===== src/rtl/wb_if.sv =====
// wb_if: MEM/WB stage bus, upstream results in and register-file/PC control out.
interface wb_if #(
  parameter int DWIDTH = 32,
  parameter int AWIDTH = 32,
  parameter int RWIDTH = 5,
  parameter int CWIDTH = 32
);
  logic              valid;
  logic              stall;
  logic              flush;
  logic [AWIDTH-1:0] pc;
  logic [DWIDTH-1:0] alu_res;
  logic [DWIDTH-1:0] memory_data;
  logic [DWIDTH-1:0] imm;
  logic [1:0]        wbsel;
  logic [2:0]        funct3;
  logic              brtaken;
  logic [RWIDTH-1:0] rd;
  logic              regwren;
  logic              wb_valid;
  logic [DWIDTH-1:0] writeback_data;
  logic [RWIDTH-1:0] wb_rd;
  logic              wb_regwren;
  logic [AWIDTH-1:0] next_pc;
  logic              redirect;
  logic [CWIDTH-1:0] retired_cnt;
  modport master (
    output valid, stall, flush, pc, alu_res, memory_data, imm, wbsel, funct3, brtaken, rd, regwren,
    input  wb_valid, writeback_data, wb_rd, wb_regwren, next_pc, redirect, retired_cnt
  );
  modport slave (
    input  valid, stall, flush, pc, alu_res, memory_data, imm, wbsel, funct3, brtaken, rd, regwren,
    output wb_valid, writeback_data, wb_rd, wb_regwren, next_pc, redirect, retired_cnt
  );
endinterface


===== src/rtl/writeback_pipe.sv =====
// writeback_pipe: registered MEM/WB stage with load alignment, write-back select, next-PC and retire counter.
module writeback_pipe #(
  parameter int DWIDTH = 32,
  parameter int AWIDTH = 32,
  parameter int RWIDTH = 5,
  parameter int CWIDTH = 32
) (
  input logic clk,
  input logic reset,
  wb_if.slave bus
);
  logic              v, br, we;
  logic [AWIDTH-1:0] pc;
  logic [DWIDTH-1:0] alu, mem, imm;
  logic [1:0]        ws;
  logic [2:0]        f3;
  logic [RWIDTH-1:0] rd;
  logic [CWIDTH-1:0] cnt;
  always_ff @(posedge clk or posedge reset)
    if (reset) begin
      v   <= 1'b0;
      br  <= 1'b0;
      we  <= 1'b0;
      pc  <= '0;
      alu <= '0;
      mem <= '0;
      imm <= '0;
      ws  <= '0;
      f3  <= '0;
      rd  <= '0;
      cnt <= '0;
    end else if (bus.flush) begin
      v <= 1'b0;
    end else if (!bus.stall) begin
      v   <= bus.valid;
      br  <= bus.brtaken;
      we  <= bus.regwren;
      pc  <= bus.pc;
      alu <= bus.alu_res;
      mem <= bus.memory_data;
      imm <= bus.imm;
      ws  <= bus.wbsel;
      f3  <= bus.funct3;
      rd  <= bus.rd;
      cnt <= cnt + CWIDTH'(bus.valid);
    end
  logic [AWIDTH-1:0] pc4;
  logic [7:0]        bt;
  logic [15:0]       hw;
  logic [DWIDTH-1:0] ld, sel;
  always_comb begin
    pc4 = pc + AWIDTH'(4);
    bt  = mem[{alu[1:0], 3'b000} +: 8];
    hw  = alu[1] ? mem[31:16] : mem[15:0];
    ld  = f3 == 3'b000 ? {{24{bt[7]}}, bt} :
          f3 == 3'b001 ? {{16{hw[15]}}, hw} :
          f3 == 3'b100 ? {24'd0, bt} :
          f3 == 3'b101 ? {16'd0, hw} : mem;
    sel = ws == 2'd0 ? alu :
          ws == 2'd1 ? ld :
          ws == 2'd2 ? DWIDTH'(pc4) : imm;
  end
  assign bus.wb_valid       = v;
  assign bus.writeback_data = v ? sel : '0;
  assign bus.wb_rd          = rd;
  assign bus.wb_regwren     = v & we & (|rd);
  assign bus.next_pc        = v ? (br ? {alu[AWIDTH-1:1], 1'b0} : pc4) : '0;
  assign bus.redirect       = v & br;
  assign bus.retired_cnt    = cnt;
endmodule


===== src/flat_wrapper.sv =====
// flat-port wrapper written by rule: the top's interface ports become plain ports
module writeback_pipe_flat 
#(
  parameter int DWIDTH = 32,
  parameter int AWIDTH = 32,
  parameter int RWIDTH = 5,
  parameter int CWIDTH = 32
)
  (clk, reset, bus_valid, bus_stall, bus_flush, bus_pc, bus_alu_res, bus_memory_data, bus_imm, bus_wbsel, bus_funct3, bus_brtaken, bus_rd, bus_regwren, bus_wb_valid, bus_writeback_data, bus_wb_rd, bus_wb_regwren, bus_next_pc, bus_redirect, bus_retired_cnt);
  wb_if #(.DWIDTH(DWIDTH), .AWIDTH(AWIDTH), .RWIDTH(RWIDTH), .CWIDTH(CWIDTH)) bus_i ();
  input logic clk;
  input logic reset;
  input wire logic [$bits(bus_i.valid)-1:0] bus_valid;
  input wire logic [$bits(bus_i.stall)-1:0] bus_stall;
  input wire logic [$bits(bus_i.flush)-1:0] bus_flush;
  input wire logic [$bits(bus_i.pc)-1:0] bus_pc;
  input wire logic [$bits(bus_i.alu_res)-1:0] bus_alu_res;
  input wire logic [$bits(bus_i.memory_data)-1:0] bus_memory_data;
  input wire logic [$bits(bus_i.imm)-1:0] bus_imm;
  input wire logic [$bits(bus_i.wbsel)-1:0] bus_wbsel;
  input wire logic [$bits(bus_i.funct3)-1:0] bus_funct3;
  input wire logic [$bits(bus_i.brtaken)-1:0] bus_brtaken;
  input wire logic [$bits(bus_i.rd)-1:0] bus_rd;
  input wire logic [$bits(bus_i.regwren)-1:0] bus_regwren;
  output wire logic [$bits(bus_i.wb_valid)-1:0] bus_wb_valid;
  output wire logic [$bits(bus_i.writeback_data)-1:0] bus_writeback_data;
  output wire logic [$bits(bus_i.wb_rd)-1:0] bus_wb_rd;
  output wire logic [$bits(bus_i.wb_regwren)-1:0] bus_wb_regwren;
  output wire logic [$bits(bus_i.next_pc)-1:0] bus_next_pc;
  output wire logic [$bits(bus_i.redirect)-1:0] bus_redirect;
  output wire logic [$bits(bus_i.retired_cnt)-1:0] bus_retired_cnt;
  assign bus_i.valid = bus_valid;
  assign bus_i.stall = bus_stall;
  assign bus_i.flush = bus_flush;
  assign bus_i.pc = bus_pc;
  assign bus_i.alu_res = bus_alu_res;
  assign bus_i.memory_data = bus_memory_data;
  assign bus_i.imm = bus_imm;
  assign bus_i.wbsel = bus_wbsel;
  assign bus_i.funct3 = bus_funct3;
  assign bus_i.brtaken = bus_brtaken;
  assign bus_i.rd = bus_rd;
  assign bus_i.regwren = bus_regwren;
  assign bus_wb_valid = bus_i.wb_valid;
  assign bus_writeback_data = bus_i.writeback_data;
  assign bus_wb_rd = bus_i.wb_rd;
  assign bus_wb_regwren = bus_i.wb_regwren;
  assign bus_next_pc = bus_i.next_pc;
  assign bus_redirect = bus_i.redirect;
  assign bus_retired_cnt = bus_i.retired_cnt;
  writeback_pipe #(.DWIDTH(DWIDTH), .AWIDTH(AWIDTH), .RWIDTH(RWIDTH), .CWIDTH(CWIDTH)) u_core (.clk(clk), .reset(reset), .bus(bus_i));
endmodule

===== config.mk =====
export PLATFORM = sky130hd
export DESIGN_NAME = writeback_pipe_flat
export DESIGN_NICKNAME = d
export VERILOG_FILES = /design/src/rtl/wb_if.sv /design/src/rtl/writeback_pipe.sv /design/src/flat_wrapper.sv
export SDC_FILE = /design/constraint.sdc
export NUM_CORES = 1
export LEC_CHECK = 0
export CORE_MARGIN = 1
export CORE_UTILIZATION = 25
export CTS_CLUSTER_SIZE = 16
export DETAILED_ROUTE_END_ITERATION = 8
export GPL_TIMING_DRIVEN = 0
export PLACE_DENSITY = 0.55
export RECOVER_POWER = 100
export SYNTH_ARGS = -nofsm -noshare
export SYNTH_HDL_FRONTEND = slang
export SYNTH_SLANG_ARGS = --single-unit

===== constraint.sdc =====
create_clock -name clk -period 6.8 [get_ports clk]
set_input_delay 1.36 -clock clk [delete_from_list [all_inputs] [get_ports clk]]
set_output_delay 1.36 -clock clk [all_outputs]
set_load 0.03 [all_outputs]

# After elaboration in Yosys (flattened, before gate mapping)
# Index checks and enable logic that the tools add are counted.
[classes] addsub=2 muxes=13 reduce_logical=4 n_eq_ne=6 bitwise_logic=5 n_shift=1
[ops] cell="32-bit 2-to-1 mux" count=10
[ops] cell="32-bit by 1-bit adder with 32-bit output" count=1
[ops] cell="32-bit by 3-bit adder with 32-bit output, second input constant" count=1
[ops] cell="32-bit by 6-bit variable part select with 8-bit output" count=1
[ops] cell="16-bit 2-to-1 mux" count=1
[ops] cell="3-bit == test, second input constant" count=2
[ops] cell="5-bit OR reduction" count=1
[ops] cell="1-bit bitwise AND" count=3
[ops] cell="3-bit by 1-bit == test with 1-bit output, second input constant" count=1
[ops] cell="3-bit logical NOT" count=1
[ops] cell="2-bit by 1-bit == test with 1-bit output, second input constant" count=1
[ops] cell="2-bit == test, second input constant" count=1
[ops] cell="2-bit logical NOT" count=1
[ops] cell="1-bit 2-to-1 mux" count=2
[ops] cell="2-bit by 1-bit inequality test with 1-bit output, second input constant" count=1
[ops] cell="1-bit NOT" count=2
[ops] cell="2-bit AND reduction" count=1
[word_totals] output_inout_bits=104 wordCells=42 regBits=173 inputBits=145

# Longest topological paths before layout
[logic_depth] depth_word=8 ltp_mapped=8 mapped_depth_nobuf=7

# Worst setup path after synthesis
# OpenSTA, ideal clock, no wires.
[synth_path] path_type="reg-to-output" from="reg u_core.pc[11]" to="out bus_writeback_data[25]" t_arrival_ps=2399 slack_ps=3041 n_path_buf=2 stages_incl_launch_ff=8 path_cell_list="dfrtp_1 > nand4_2 > or4_1 > buf_2 > buf_6 > nor4_1 > o31ai_1 > o21ai_0"
[synth_between] elab_chain_cells=5
[synth_lines] element="start, declared" line_no="writeback_pipe.sv:13" rtl="logic [AWIDTH-1:0] pc;"
[synth_lines] element="start signal, assigned" line_no="writeback_pipe.sv:38" rtl="pc <= bus.pc;"
[synth_lines] element="32-bit by 3-bit adder with 32-bit output" line_no="writeback_pipe.sv:52" rtl="pc4 = pc + AWIDTH'(4);"
[synth_lines] element="32-bit 2-to-1 mux" line_no="writeback_pipe.sv:61" rtl="ws == 2'd2 ? DWIDTH'(pc4) : imm;"
[synth_lines] element="32-bit 2-to-1 mux" line_no="writeback_pipe.sv:60" rtl="ws == 2'd1 ? ld :"
[synth_lines] element="32-bit 2-to-1 mux" line_no="writeback_pipe.sv:59" rtl="sel = ws == 2'd0 ? alu :"
[synth_lines] element="32-bit 2-to-1 mux" line_no="writeback_pipe.sv:64" rtl="assign bus.writeback_data = v ? sel : '0;"
[synth_lines] element="end, declared" line_no="flat_wrapper.sv:26" rtl="output wire logic [$bits(bus_i.writeback_data)-1:0] bus_writeback_data;"
# Every way passes these cells.

# Worst setup path after layout
[layout_path] from="reg u_core.ws[0]" to="out bus_writeback_data[5]"
[layout_between] elab_chain_cells=5
[layout_lines] element="start, declared" line_no="writeback_pipe.sv:15" rtl="logic [1:0] ws;"
[layout_lines] element="start signal, assigned" line_no="writeback_pipe.sv:42" rtl="ws <= bus.wbsel;"
[layout_lines] element="2-bit == test" line_no="writeback_pipe.sv:61"
[layout_lines] element="32-bit 2-to-1 mux" line_no="writeback_pipe.sv:61"
[layout_lines] element="32-bit 2-to-1 mux" line_no="writeback_pipe.sv:60"
[layout_lines] element="32-bit 2-to-1 mux (*)" line_no="writeback_pipe.sv:59"
[layout_lines] element="32-bit 2-to-1 mux (*)" line_no="writeback_pipe.sv:64"
# Every way passes the cells marked *; elsewhere a longest branch is shown, timed or not.

==> qor.yml <==
sta:
  fin_skew_ns: 0.006903
  relSlewSlack_pct: -148.7
  fin_tns_setup_ns: 0
  tightest_slew_ns: 3.710
  maxSlewViolCount: 90
  finalCritPeriodShare_pct: 76.82
  setup_viol: 0
  period_minus_slack_ns: 5.224
  fmax_mhz: 191.4
  rsz0062_at_grt: "no"
  final-hold-violation-count: 0
pwr:
  seqPwrFrac_pct: 41.9
  p_leak_nw: 5.244
  p_clk_share_pct: 31.4
  pwr-share-comb_pct: 26.7
  peakVddDrop_v: 0.0001791
  internal_power_mw: 2.069
  p_sw_share_pct: 34.99
  switching_power_mw: 1.114
  p_per_area_nw_per_um2: 247.3
floorplanning:
  fp-row-count: 69
  dieWidth_um: 193.9
  ioPinCount: 249
  dieArea_um2: 37600
  core_um2: 35910
  start_util_pct: 25.63
  die_h_um: 193.9
global_route:
  antenna_found_initial: 0
  grt_overflow: 0
  grt_pass1_vias: 8067
  grt_max_degree: 94
  grt_use_total_pct: 19.85
  grt_pass1_wl_um: 54360
synthesis:
  synthArstFlopShare_pct: 100.0
  synth_common_cells: "dfrtp_1 (173), mux2_2 (138), nand2_1 (61)"
  ys_ff_latch: 173
  synthDistinctLibCells: 63
  synthesis.nets: 1007
  synthTopCellsByArea: "dfrtp_1 (47%), mux2_2 (17%), xnor2_1 (3.0%)"
  syn_inst: 859
  netlist.area_leader.share_pct: 47.02
  ys_warn_count: 0
  synth_edf_count: 0
  ys.flop_type: "dfrtp_1"
  syn_area_um2: 9206
  yosysMostFrequentCell: "dfrtp_1"
  avgSynthCellArea_um2: 10.72
  synth_top_area_cell: "dfrtp_1"
  ys_seq_area_share_pct: 47.02
clock_tree:
  numCtsBuffers: 17
  htree_levels: 4
  root_buffer: "clkbuf_16"
  postCtsResizedCells: 0
  clock_tree.buffer_depth: 2
  postCtsSetupBuffers: 0
  clock_latency_ns: 0.46
  holdBufCountCts: 0
  clkTransAtPathRegs_ns: 0.07
  clock_sinks: 173
  cts_tree: "built"
setup_path:
  critical_path_peak_fanout: 10
  end_kind: "primary output"
  crit_slowest_cell: "dlygate4sd3_1"
  cpMostUsedCell: "clkbuf_1"
  cpPeakStageDelay_ns: 0.80
  worstSetupPathType: "flop to primary output"
  arrival_ns: 3.86
  worst_setup_path_start_kind: "flop"
  required_ns: 5.44
  cp_cell_sequence: "clkbuf_1 > clkbuf_1 > clkbuf_1 > o221ai_1 > a221oi_1 > dlygate4sd3_1"
  reg2reg_setup_slack_ns: 3.92
final_layout:
  fillers: 3674
  drive_above_1_share_pct: 16.14
  final_nets: 1275
  n_antenna_cell: 0
  postLayoutCoreUtil_pct: 35.83
  syn_to_final_growth_pct: 39.79
outcome:
  violations: "max-capacitance violations, max-slew violations"
  status: "finished, violations left"
routing:
  postRouteWirelength_um: 37310
  ant_nets: 0
  num_vias: 8141
  drt-vias-per-instance: 5.085
  first_pass_iters: 5
  drc: 0
  post_drt_wl_per_cell_um: 23.30
  dr.first_iter.drc_count: 655
placement:
  dp_hpwl_um: 29280
  gp_congestion: 0.9346
  io_buffers: 248
job:
  drv_cap: 2
hold_path:
  hold_class: "flop to flop"
## routing by layer
layer  wire length [um]  track usage (%)  share of wire (%)  vias up
met5                  0                0                  0        -
met4               1283            8.142                3.4        0
met3               2748            4.923                7.4       62
met2              16740            30.54                 45      368
met1              16530            26.57                 44     3995
li1                   -                -                  -     3716
## cell type report
class	count	area, um2	share of cell area [%]
multi-input combinational	615	4593	35.69
clock inverter	13	130.1	1.011
timing repair buffer	249	2510	19.50
clock buffer	19	452.9	3.519
inverter	14	53.80	0.4180
sequential	173	4329	33.64
buffer	57	224.0	1.740
tap	461	576.8	4.482
## power by group through the flow
stage	Combinational [mW]	Clock [mW]	Sequential (mW)
2_1_floorplan	0.484	0	1.31
3_3_place_gp	0.852	0	1.35
3_5_place_dp	0.859	0	1.35
4_1_cts	0.864	1.03	1.33
5_1_grt	0.906	1.07	1.35
6_report	0.850	1.00	1.33
## sequential cells by signal, summed over array words and instances, names as in the netlist
signal                  flops
u_core.alu                 32
u_core.bus.retired_cnt     32
u_core.imm                 32
u_core.mem                 32
u_core.pc                  32
u_core.bus.wb_rd            5
u_core.f3                   3
u_core.ws                   2
u_core.br                   1
u_core.bus.wb_valid         1
u_core.we                   1
## path summary, 6_finish.rpt
path,from,end,cells after the start
setup / recovery,u_core.ws[0]$_DFFE_PP0P_,bus_writeback_data[5],6
hold / removal,u_core.bus.retired_cnt[31]$_DFFE_PP0P_,u_core.bus.retired_cnt[31]$_DFFE_PP0P_,1
setup reg to reg,u_core.bus.retired_cnt[0]$_DFFE_PP0P_,u_core.bus.retired_cnt[29]$_DFFE_PP0P_,6
hold reg to reg,u_core.bus.retired_cnt[31]$_DFFE_PP0P_,u_core.bus.retired_cnt[31]$_DFFE_PP0P_,1
max in group asynchronous,reset,u_core.alu[0]$_DFFE_PP0P_,2
min in group asynchronous,reset,u_core.imm[29]$_DFFE_PP0P_,2
## layout by cell type (no fill, tap or decap), drive strengths merged, types with 10 or more instances in the layout
| master | n |
|---|---|
| xor2 | 21 |
| clkbuf | 72 |
| clkdlybuf4s50 | 142 |
| mux2i | 17 |
| nor2 | 52 |
| o221ai | 24 |
| and3 | 10 |
| o21ai | 48 |
| dlygate4sd3 | 106 |
| dfrtp | 173 |
| nand2 | 61 |
| nand4 | 18 |
| a21oi | 37 |
| a221oi | 16 |
| nor3 | 15 |
| inv | 15 |
| nand3 | 22 |
| mux2 | 138 |
| xnor2 | 32 |
## through the flow
step	hold slack (ns)	setup slack, ns	std cells	instance area (um2)	total power, mW
2_1_floorplan	0.4716	0.7515	859	9206	1.791
3_3_place_gp	0.4594	-1.962	1568	12270	2.198
3_5_place_dp	0.4635	2.148	1569	12300	2.208
4_1_cts	0.4752	1.629	1601	12880	3.224
5_1_grt	0.5074	1.477	1601	12870	3.323
6_report	0.4649	1.576	1601	12870	3.183
## worst max-delay path: cells and delay by family, from the launching register on
kind	cells	cell delay, ns
AO/OA/AOI/OAI	2	0.92
flip-flops	1	0.32
buffers and inverters	4	2.16
## logic make-up after synthesis
family                     share of synthesized area, %
DFF                                               47.02
buffers and inverters                             3.017
AOI/OAI and AO/OA                                 13.71
muxes                                             18.97
adders and majority gates                        0.4078
xor gates and xnor gates                          5.042
and+or+nand+nor                                   11.82
(Power assumes the default switching activity.)
